**config.mk**
```make
export PLATFORM = sky130hd
export DESIGN_NAME = furf_writer
export DESIGN_NICKNAME = d
export VERILOG_FILES = /design/src/rtl/furf_writer.sv
export SDC_FILE = /design/constraint.sdc
export NUM_CORES = 1
export LEC_CHECK = 0
export ABC_AREA = 0
export CORE_ASPECT_RATIO = 0.5
export CORE_MARGIN = 5
export CORE_UTILIZATION = 63
export DETAILED_ROUTE_END_ITERATION = 7
export DONT_BUFFER_PORTS = 1
export PLACE_DENSITY = 0.87
export SYNTH_ARGS = -nofsm -noshare
export SYNTH_HDL_FRONTEND = slang
export SYNTH_SLANG_ARGS = --single-unit
```
**constraint.sdc**
```tcl
create_clock -name clk -period 2.4 [get_ports clk]
set_clock_uncertainty 0.2 [all_clocks]
set_input_delay 0.36 -clock clk [delete_from_list [all_inputs] [get_ports clk]]
set_output_delay 0.36 -clock clk [all_outputs]
set_load 0.005 [all_outputs]
```
**src/rtl/furf_writer.sv**
```systemverilog
// FUVRF byte-stream writer: collects a header address byte plus BYTES data bytes
// from the configuration bus and issues a single-cycle port-b write.
//
// state   | meaning
// --------+-----------------------------------------------------------
// IDLE    | waiting for a header (address) byte
// LOAD    | shifting data bytes, MSB first, for a valid address
// DISCARD | swallowing the data bytes that follow a bad address
// WRITE   | one-cycle write pulse on port b
module furf_writer #(
  parameter int M                  = 8,
  parameter int DATA_WIDTH         = 32,
  parameter int FUVRF_SIZE         = 4,
  parameter int PERSONAL_CONFIG_ID = 1,
  parameter int AW                 = (FUVRF_SIZE > 1) ? $clog2(FUVRF_SIZE) : 1,
  parameter int WORD_W             = M * DATA_WIDTH
) (
  input  logic              clk,
  input  logic              rst_n,
  input  logic              tracing,
  input  logic [7:0]        configId,
  input  logic [7:0]        configData,
  output logic [AW-1:0]     mem_address_b,
  output logic              mem_write_enable_b,
  output logic [WORD_W-1:0] mem_in_b,
  output logic              busy,
  output logic              addr_err,
  output logic              abort_err,
  output logic [7:0]        write_count
);

  localparam int BYTES = WORD_W / 8;
  localparam int CW    = $clog2(BYTES + 1);
  localparam logic [CW-1:0] LAST_IDX = CW'(BYTES - 1);

  typedef enum logic [1:0] {IDLE, LOAD, DISCARD, WRITE} state_t;

  state_t              state;
  logic [CW-1:0]       byte_cnt;
  logic [WORD_W-1:0]   shift_q;
  logic [AW-1:0]       addr_q;
  logic                strobe;
  logic                addr_ok;
  logic [WORD_W+7:0]   shift_wide;
  logic [WORD_W-1:0]   shift_next;

  assign strobe     = (configId == 8'(PERSONAL_CONFIG_ID)) && !tracing;
  assign addr_ok    = 32'(configData) < 32'(FUVRF_SIZE);
  // Widened concat keeps the shift legal even when the word is a single byte.
  assign shift_wide = {shift_q, configData};
  assign shift_next = shift_wide[WORD_W-1:0];

  always_ff @(posedge clk) begin
    if (!rst_n) begin
      state              <= IDLE;
      byte_cnt           <= '0;
      shift_q            <= '0;
      addr_q             <= '0;
      mem_address_b      <= '0;
      mem_write_enable_b <= 1'b0;
      mem_in_b           <= '0;
      busy               <= 1'b0;
      addr_err           <= 1'b0;
      abort_err          <= 1'b0;
      write_count        <= '0;
    end else begin
      case (state)
        IDLE: begin
          if (strobe) begin
            byte_cnt <= '0;
            busy     <= 1'b1;
            if (addr_ok) begin
              addr_q <= configData[AW-1:0];
              state  <= LOAD;
            end else begin
              addr_err <= 1'b1;
              state    <= DISCARD;
            end
          end
        end
        LOAD: begin
          if (tracing) begin
            abort_err <= 1'b1;
            busy      <= 1'b0;
            state     <= IDLE;
          end else if (strobe) begin
            shift_q  <= shift_next;
            byte_cnt <= byte_cnt + 1'b1;
            // Outputs load on the same edge so the pulse lands one cycle after the last byte.
            if (byte_cnt == LAST_IDX) begin
              mem_in_b           <= shift_next;
              mem_address_b      <= addr_q;
              mem_write_enable_b <= 1'b1;
              state              <= WRITE;
            end
          end
        end
        DISCARD: begin
          if (tracing) begin
            busy  <= 1'b0;
            state <= IDLE;
          end else if (strobe) begin
            byte_cnt <= byte_cnt + 1'b1;
            if (byte_cnt == LAST_IDX) begin
              busy  <= 1'b0;
              state <= IDLE;
            end
          end
        end
        WRITE: begin
          mem_write_enable_b <= 1'b0;
          write_count        <= write_count + 8'd1;
          busy               <= 1'b0;
          state              <= IDLE;
        end
        default: state <= IDLE;
      endcase
    end
  end

endmodule
```
==> results of run 1 <==
==> timing repair <==
item | 4_1_cts | 5_1_grt
setup endpoints to repair | 0 | 17
hold endpoints to repair | 76 | 0
hold buffers | 14 | 0
resized for setup | 0 | 1
==> cell usage in the layout, fill, tap and decap left out, types with 4 or more instances in the layout <==
| master | instances |
|---|---|
| inv_1 | 5 |
| dfxtp_1 | 528 |
| clkbuf_16 | 45 |
| clkbuf_8 | 11 |
| ha_1 | 6 |
| nor2_1 | 12 |
| nand2_1 | 515 |
| buf_12 | 27 |
| clkbuf_1 | 6 |
| nand4_1 | 5 |
| nand3_1 | 265 |
| clkinv_2 | 5 |
| mux2i_1 | 7 |
| dlygate4sd3_1 | 14 |
| xor2_1 | 4 |
| a21oi_1 | 513 |
| o21ai_0 | 262 |
| buf_4 | 23 |
==> layer usage <==
metal | share of wire (%) | routed length, um | GRT usage [%] | vias to the layer above
li1 | - | - | - | 7908
met1 | 41 | 20100 | 35.0 | 7869
met2 | 48 | 23600 | 44.1 | 640
met3 | 7.3 | 3610 | 6.02 | 128
met4 | 3.8 | 1890 | 10.3 | 0
met5 | 0 | 0 | 0 | -
==> power groups by stage <==
stage	clock network [mW]	logic [mW]	registers [mW]
after floorplan	0	0.157	8.96
after global placement	0	0.198	8.97
after detailed placement	0	0.197	8.97
after CTS	7.02	0.225	8.76
after global routing	7.42	0.248	8.76
final	6.90	0.229	8.76
==> registers in the layout, indices dropped and copies added (netlist names) <==
name,flops
state,2
busy,1
mem_address_b,2
mem_write_enable_b,1
mem_in_b,256
byte_cnt,6
write_count,8
abort_err,1
shift_q,248
addr_err,1
addr_q,2
==> worst max-delay path, stage by stage <==
cell and delay, ns:
dlygate4sd3_1 0.57, nor4b_4 0.33, and4_4 0.34, buf_12 0.24, buf_4 0.30, nand3_1 0.14
a21oi_1 0.20
==> synthesized netlist by cell type (4+ instances only) <==
cell	number
buf_6	23
nand3_1	265
mux2i_1	7
a21oi_1	513
clkbuf_1	123
o21ai_0	262
xor2_1	4
buf_4	8
buf_2	71
nand4_1	5
ha_1	7
dfxtp_1	528
nor2_1	12
inv_1	5
nand2_1	516
==> cells by family after synthesis <==
group / synth area share (%)
adders and majority gates: 0.449
muxes: 0.359
xor gates and xnor gates: 0.225
DFF: 54.2
buffers and inverters: 6.18
and+or+nand+nor: 18.1
AOI/OAI and AO/OA: 20.4
==> final timing paths <==
path          startpoint      endpoint  depth (start not counted)
max reg2reg  byte_cnt[0]  mem_in_b[14]                          6
min reg2reg   shift_q[2]   shift_q[10]                          2
max          configId[1]   mem_in_b[6]                          7
min          configId[5]          busy                          4
==> cell type report <==
class / count / area (um^2)
diodes: 1 / 2.50
clock buffers: 62 / 1300
clock inverters: 7 / 62.6
fillers: 2345 / 9350
inverters: 6 / 30.0
multi-input cells: 1628 / 7730
flip-flops and latches: 528 / 10600
well taps: 399 / 499
repair buffers: 64 / 853
==> per-stage QoR <==
step	util, %	worst slack [ns]	hold slack (ns)
floorplan	-	0.468	0.235
global placement	64.3	0.217	0.242
detailed placement	64.3	0.158	0.248
CTS	69.2	0.123	0.00119
global route	69.2	0.0296	0.0321
finish	69.2	0.126	0.0348
==> results.ini, run 1 <==
[run_status]
status=completed

[clocking]
cts_root_buffer=clkbuf_16
cts_tree=yes
clk_pin_slew_worst_paths_ns=0.07
cts.sinks=528
post_cts_buffers=0
clock_latency_ns=0.54
cts_buffers=43
cts.path.max_buffers=3
h-tree-depth=2

[yosys]
yosys.area.top_type=dfxtp_1
synth_edf_count=0
synth_area_um2=19500
async_reset_ff_share_pct=0
syn-num-nets=2417
ys_ff_latch=528
synth_top_area_share_pct=54.2
synth-seq-area-share_pct=54.2
syn-mean-instance-area_um2=8.15
synth_cell_types=47
ys.flop_type=dfxtp_1
syn_inst=2391
synth_warnings=0
synthTopCellsByArea=dfxtp_1, a21oi_1, nand2_1

[global_routing]
grt_max_degree=119
antenna_found_initial=1
grt_pass1_wl_mm=78.8
grtUsageTotal_pct=26.8
grt.overflow.total=0
grt_pass1_vias=15000

[drt]
dr.pass1.iters=7
wl_mm=49.2
drt.antenna.violating_nets=0
routed-via-count=16500
viasPerCell=6.14
drt_iter0_markers=2011
wl_per_cell_um=18.3
route.detailed.drc=0

[placement]
placedInstanceArea_um2=19500
dp_hpwl_mm=30.3
dp_cells=2611
io_buffers=0
gp_congestion=0.834

[worst_setup_path]
crit_path_end_kind=flop
r2r_slack_ns=0.13
critPathMaxFanout=39
critPathLaunchType=primary input
crit_arrival_ns=2.52
path_class=primary input to flop
worstPathRequired_ns=2.65

[pwr]
p_total_mw=15.9
power.switching_mw=3.23
clockPowerShare_pct=43.4
cellLeakagePower_nw=6.57
seqPwrFrac_pct=55.2
powerDensity_nw_per_um2=755
vdd_ir_drop_max_mv=0.439
intPower_mw=12.7
combPwrFrac_pct=1.4
swShare_pct=20.3

[final_layout]
fin_cells=2695
drive_above_1_share_pct=5.36
synthToLayoutAreaGrowth_pct=8.00
fin_area_um2=21100
nets=2297

[sta]
min_period_ns=2.27
slew_violations=0
setup_violations=0
hold_viol=0
rsz0062_at_grt=false
fmax_mhz=440
relSlewSlack_pct=60.8
period_share_pct=94.7
tightest_slew_ns=0.586
setup_tns_ns=0

[die]
start_util_pct=64.1
row_count=45
core_um2=30400
die_h_um=134
die_x_um=259
die-area_um2=34800
io_pins=289

[flow_run]
maxCapViolations=0

[worst_hold_path]
hp-class=primary input to flop

Note: power is estimated with default switching activity, not from simulation.
==> inputs of run 2 (changes only) <==
BUFFER_PORTS_ARGS = -buffer_cell sky130_fd_sc_hd__buf_4   (was not set)
CORE_UTILIZATION = 57   (was 63)
DONT_BUFFER_PORTS = not set   (was 1)
PLACE_DENSITY = 0.88   (was 0.87)
==> run 2 against run 1 <==
  * Critical path type is now flop to flop
  * Total power up 0.36%
  * Register-to-register slack gained 0.12 ns
  * Utilization grew 1.0 points
  * Count of clock-buffer cells in the layout up 1
  * Design area is 11% higher
  * Worst hold slack better by 0.092 ns
  * Clock power hardly changed
  * Sequential power about the same
  * Non-clock buffer count rose by 305
==> results.ini, run 2 (same netlist as run 1, synthesis figures left out) <==
[worst_setup_path]
worstPathRequired_ns=2.60
reg2reg_from=state[1]
critPathMaxFanout=73
critical_path.startpoint=state[1]
crit_end=mem_in_b[31]
path_class=flop to flop
r2r_cells=7
r2r_slack_ns=0.25
crit_path_end_kind=flop
timing.rr.end=mem_in_b[31]
crit_arrival_ns=2.35
critPathLaunchType=flop

[run_status]
status=completed

[sta]
tightest_slew_ns=0.607
rsz0062_at_grt=false
setup_violations=0
hold_viol=0
slew_violations=0
setup_tns_ns=0
fmax_mhz=465
relSlewSlack_pct=59.6
min_period_ns=2.15
period_share_pct=89.5

[clocking]
cts.path.max_buffers=3
cts_buffers=44
cts_tree=yes
clock_latency_ns=0.54
cts_root_buffer=clkbuf_16
h-tree-depth=2
cts.sinks=528
post_cts_buffers=0
clk_pin_slew_worst_paths_ns=0.07

[final_layout]
fill_cells=2574
drive_above_1_share_pct=16.6
nets=2603
regMostFlops=mem_in_b
reg_top3=mem_in_b x256, shift_q x248, write_count x8
synthToLayoutAreaGrowth_pct=20.4
largest_reg_flops=256
multiInputGateArea_um2=7730
ff_latch_area_um2=10600
final_cell_mix=dfxtp_1, nand2_1, a21oi_1, buf_4, nand3_1
diodes=0
final_common_cell=dfxtp_1

[drt]
viasPerCell=5.85
route.detailed.drc=0
routed-via-count=17800
dr.pass1.iters=6
wl_mm=52.0
drt_iter0_markers=1958
wl_per_cell_um=17.1
drt.antenna.violating_nets=0

[pwr]
cellLeakagePower_nw=8.22
vdd_ir_drop_max_mv=0.456
p_total_mw=15.9
powerDensity_nw_per_um2=680

[die]
die-area_um2=38200
die_h_um=141
core_um2=33400
io_pins=289
die_x_um=272
row_count=47
start_util_pct=58.4

[global_routing]
grt_pass1_wl_mm=84.2
grt_pass1_vias=16600
grt_max_degree=89
grtUsageTotal_pct=25.8
antenna_found_initial=0
grt.overflow.total=0

[worst_hold_path]
hp-class=primary input to flop

[placement]
gp_congestion=0.826
io_buffers=288
dp_hpwl_mm=33.8

[flow_run]
maxCapViolations=0

## run 2: what timing repair did
| item | CTS | global route |
|---|---|---|
| gates resized for setup | 0 | 1 |
| endpoints found under the setup margin | 0 | 1 |
| hold endpoints to repair | 24 | 0 |
| hold buffers | 10 | 0 |
## run 2: metal layers
layer	wire (um)	share of wire [%]	track usage [%]	up-vias
met3	3090	5.9	4.23	140
met5	0	0	0	-
met4	2170	4.2	10.5	0
met1	21300	41	33.6	8510
li1	-	-	-	8529
met2	25500	49	43.5	639
## run 2: through the flow
step / area [um^2] / utilization [%] / std cells / hold slack [ns] / setup slack [ns]
after detailed placement: 22000 / 65.9 / 2962 / 0.247 / 0.0977
after global placement: 22000 / 65.9 / 2962 / 0.243 / 0.186
final: 23500 / 70.3 / 3045 / 0.127 / 0.251
after global routing: 23500 / 70.3 / 3045 / 0.137 / 0.0668
after CTS: 23500 / 70.3 / 3045 / 0.110 / 0.231
after floorplan: 19500 / - / 2391 / 0.235 / 0.468
## run 2: layout make-up
type / count / share of cell area [%]
repair buffers: 369 / 13.8
flip-flops and latches: 528 / 45.0
clock inverters: 10 / 0.363
multi-input cells: 1628 / 33.0
inverters: 6 / 0.128
clock buffers: 63 / 5.38
well taps: 441 / 2.35
## run 2: how the worst min path moves through the flow
stage,start,end,slack (ns),cells past startpoint
after CTS,configId[1],byte_cnt[3],0.11,5
after global routing,configId[1],byte_cnt[3],0.14,5
after detailed placement,shift_q[243],shift_q[243],0.25,2
after floorplan,addr_q[0],addr_q[0],0.23,2
final,configId[1],byte_cnt[3],0.13,5
after global placement,shift_q[240],shift_q[240],0.24,2
## run 2: power by group
group	leakage (nW)	internal (mW)	switching, mW	total, mW
combinational	3.31	0.0862	0.195	0.281
sequential	4.25	8.76	0.00325	8.76
clock	0.665	3.77	3.14	6.90
total	8.22	12.6	3.33	15.9
## run 2: worst max-delay path, stage by stage, from the launching register on
cell and delay [ns]:
dfxtp_1 0.34, inv_1 0.12, ha_2 0.28, nand4_1 0.21
buf_12 0.26, buf_12 0.23, o21ai_0 0.20, a21oi_1 0.09
==> inputs of run 3 (changes only) <==
CORE_UTILIZATION = 35   (was 57)
PLACE_DENSITY = 0.61   (was 0.88)
==> run 3 against run 2 <==
  * Flip-flop and latch count did not move
  * Design area rose by 2.3%
  * Via count fell by 4.3%
  * Cell count rose by 11%
  * Register-to-register slack barely moved
  * Die area rose by 59%
  * Clock power rose by 9.9%
  * Count of clock-buffer cells in the layout rose by 9
  * Global-route usage fell by 8.7 points
==> results.ini, run 3 (same netlist as run 1, synthesis figures left out) <==
[pwr]
powerDensity_nw_per_um2=692
cellLeakagePower_nw=8.29
vdd_ir_drop_max_mv=0.505

[global_routing]
grtUsageTotal_pct=17.2
grt.overflow.total=0
grt_pass1_vias=15700
grt_max_degree=129
grt_pass1_wl_mm=86.8
antenna_found_initial=1

[flow_run]
maxCapViolations=0

[sta]
whs_ns=0.235
fmax_mhz=466
setup_violations=0
rsz0062_at_grt=false
hold_viol=0
relSlewSlack_pct=61.9
setup_tns_ns=0
tightest_slew_ns=0.572
min_period_ns=2.15
period_share_pct=89.4
slew_violations=0

[placement]
dp_hpwl_mm=35.3
io_buffers=288
gp_congestion=0.788

[drt]
route.detailed.drc=0
viasPerCell=5.07
dr.pass1.iters=7
wl_mm=55.1
drt.antenna.violating_nets=0
wl_per_cell_um=16.4
drt_iter0_markers=1557
routed-via-count=17100

[worst_setup_path]
crit_end=mem_in_b[134]
crit_path_end_kind=flop
critPathLaunchType=flop
r2r_cells=6
critPathMaxFanout=48
r2r_slack_ns=0.25
crit_arrival_ns=2.44
critical_path.startpoint=byte_cnt[0]
timing.rr.end=mem_in_b[134]
reg2reg_from=byte_cnt[0]
worstPathRequired_ns=2.69
path_class=flop to flop

[clocking]
cts_root_buffer=clkbuf_16
cts_tree=yes
h-tree-depth=2
cts_resized=0
cts.path.max_buffers=3
cts_buffers=49
clock_latency_ns=0.57
clk_pin_slew_worst_paths_ns=0.06
cts.sinks=528
post_cts_buffers=0

[final_layout]
largest_reg_flops=256
final_common_cell=dfxtp_1
nets=2602
drive_above_1_share_pct=16.6
final_cell_mix=dfxtp_1, nand2_1, a21oi_1, buf_4, nand3_1
regMostFlops=mem_in_b
reg_top3=mem_in_b x256, shift_q x248, write_count x8
synthToLayoutAreaGrowth_pct=23.2

[die]
die_h_um=177
io_pins=289
die-area_um2=60800
start_util_pct=35.2
die_x_um=344
row_count=61
core_um2=55300

[run_status]
status=completed

[worst_hold_path]
hp-class=primary input to flop

==> run 3: changes by cell type in the layout (fill, tap and decap cells not counted) <==
cell       change
clkbuf_16      +4
buf_4          -7
ha_1           +1
buf_12         +1
diode_2        +1
ha_2           -1
clkbuf_1       +1
clkbuf_8       +4
clkinv_2       -1
clkinv_8       +2
==> run 3: worst min-delay path by stage <==
stage	from	end	cells after the start
2_1_floorplan	addr_q[0]	addr_q[0]	2
3_3_place_gp	shift_q[242]	shift_q[242]	2
3_5_place_dp	shift_q[241]	shift_q[241]	2
5_1_grt	configId[3]	byte_cnt[2]	5
6_report	configId[1]	byte_cnt[2]	5
4_1_cts	configId[3]	byte_cnt[2]	5
==> run 3: final cells by class <==
class | instances | area (um^2)
Sequential cell | 528 | 10600
Antenna cell | 1 | 2.50
Fill cell | 5487 | 31300
Clock inverter | 11 | 113
Multi-Input combinational cell | 1628 | 7730
Timing Repair Buffer | 363 | 3200
Inverter | 6 | 30.0
Tap cell | 756 | 946
Clock buffer | 72 | 1420
==> run 3: power by group <==
| part | switching, mW | leakage (nW) | internal (mW) |
|---|---|---|---|
| clock | 3.37 | 0.754 | 4.21 |
| sequential | 0.00282 | 4.25 | 8.76 |
| combinational | 0.196 | 3.29 | 0.0749 |
| total | 3.56 | 8.29 | 13.1 |
==> run 3: repair_timing <==
| item | 4_1_cts | 5_1_grt |
|---|---|---|
| hold buffers | 10 | 0 |
| hold endpoints to repair | 24 | 0 |
| endpoints found under the setup margin | 0 | 0 |
==> run 3: critical path, stage by stage (launching register included) <==
cell,delay (ns)
dfxtp_1,0.39
ha_1,0.30
inv_1,0.15
nor2_4,0.20
buf_4,0.49
nand3_1,0.20
a21oi_1,0.15
==> run 3: per-stage QoR <==
stage	setup WS, ns	instance area, um^2	power [mW]	instances	utilization, %
CTS	0.233	24000	16.8	3364	43.4
finish	0.255	24000	16.6	3365	43.4
floorplan	0.468	19500	9.12	2391	-
global route	0.0470	24000	17.2	3365	43.4
global placement	0.201	22400	9.22	3271	40.4
detailed placement	0.171	22400	9.22	3271	40.4
==> run 3: metal layers <==
metal	part of all wire (%)	GRT usage, %	vias to the layer above	wire length, um
met1	45	22.7	8141	24800
met2	49	29.3	297	26900
met3	3.4	2.62	78	1860
met5	0	0	-	0
li1	-	-	8537	-
met4	2.7	5.20	0	1490
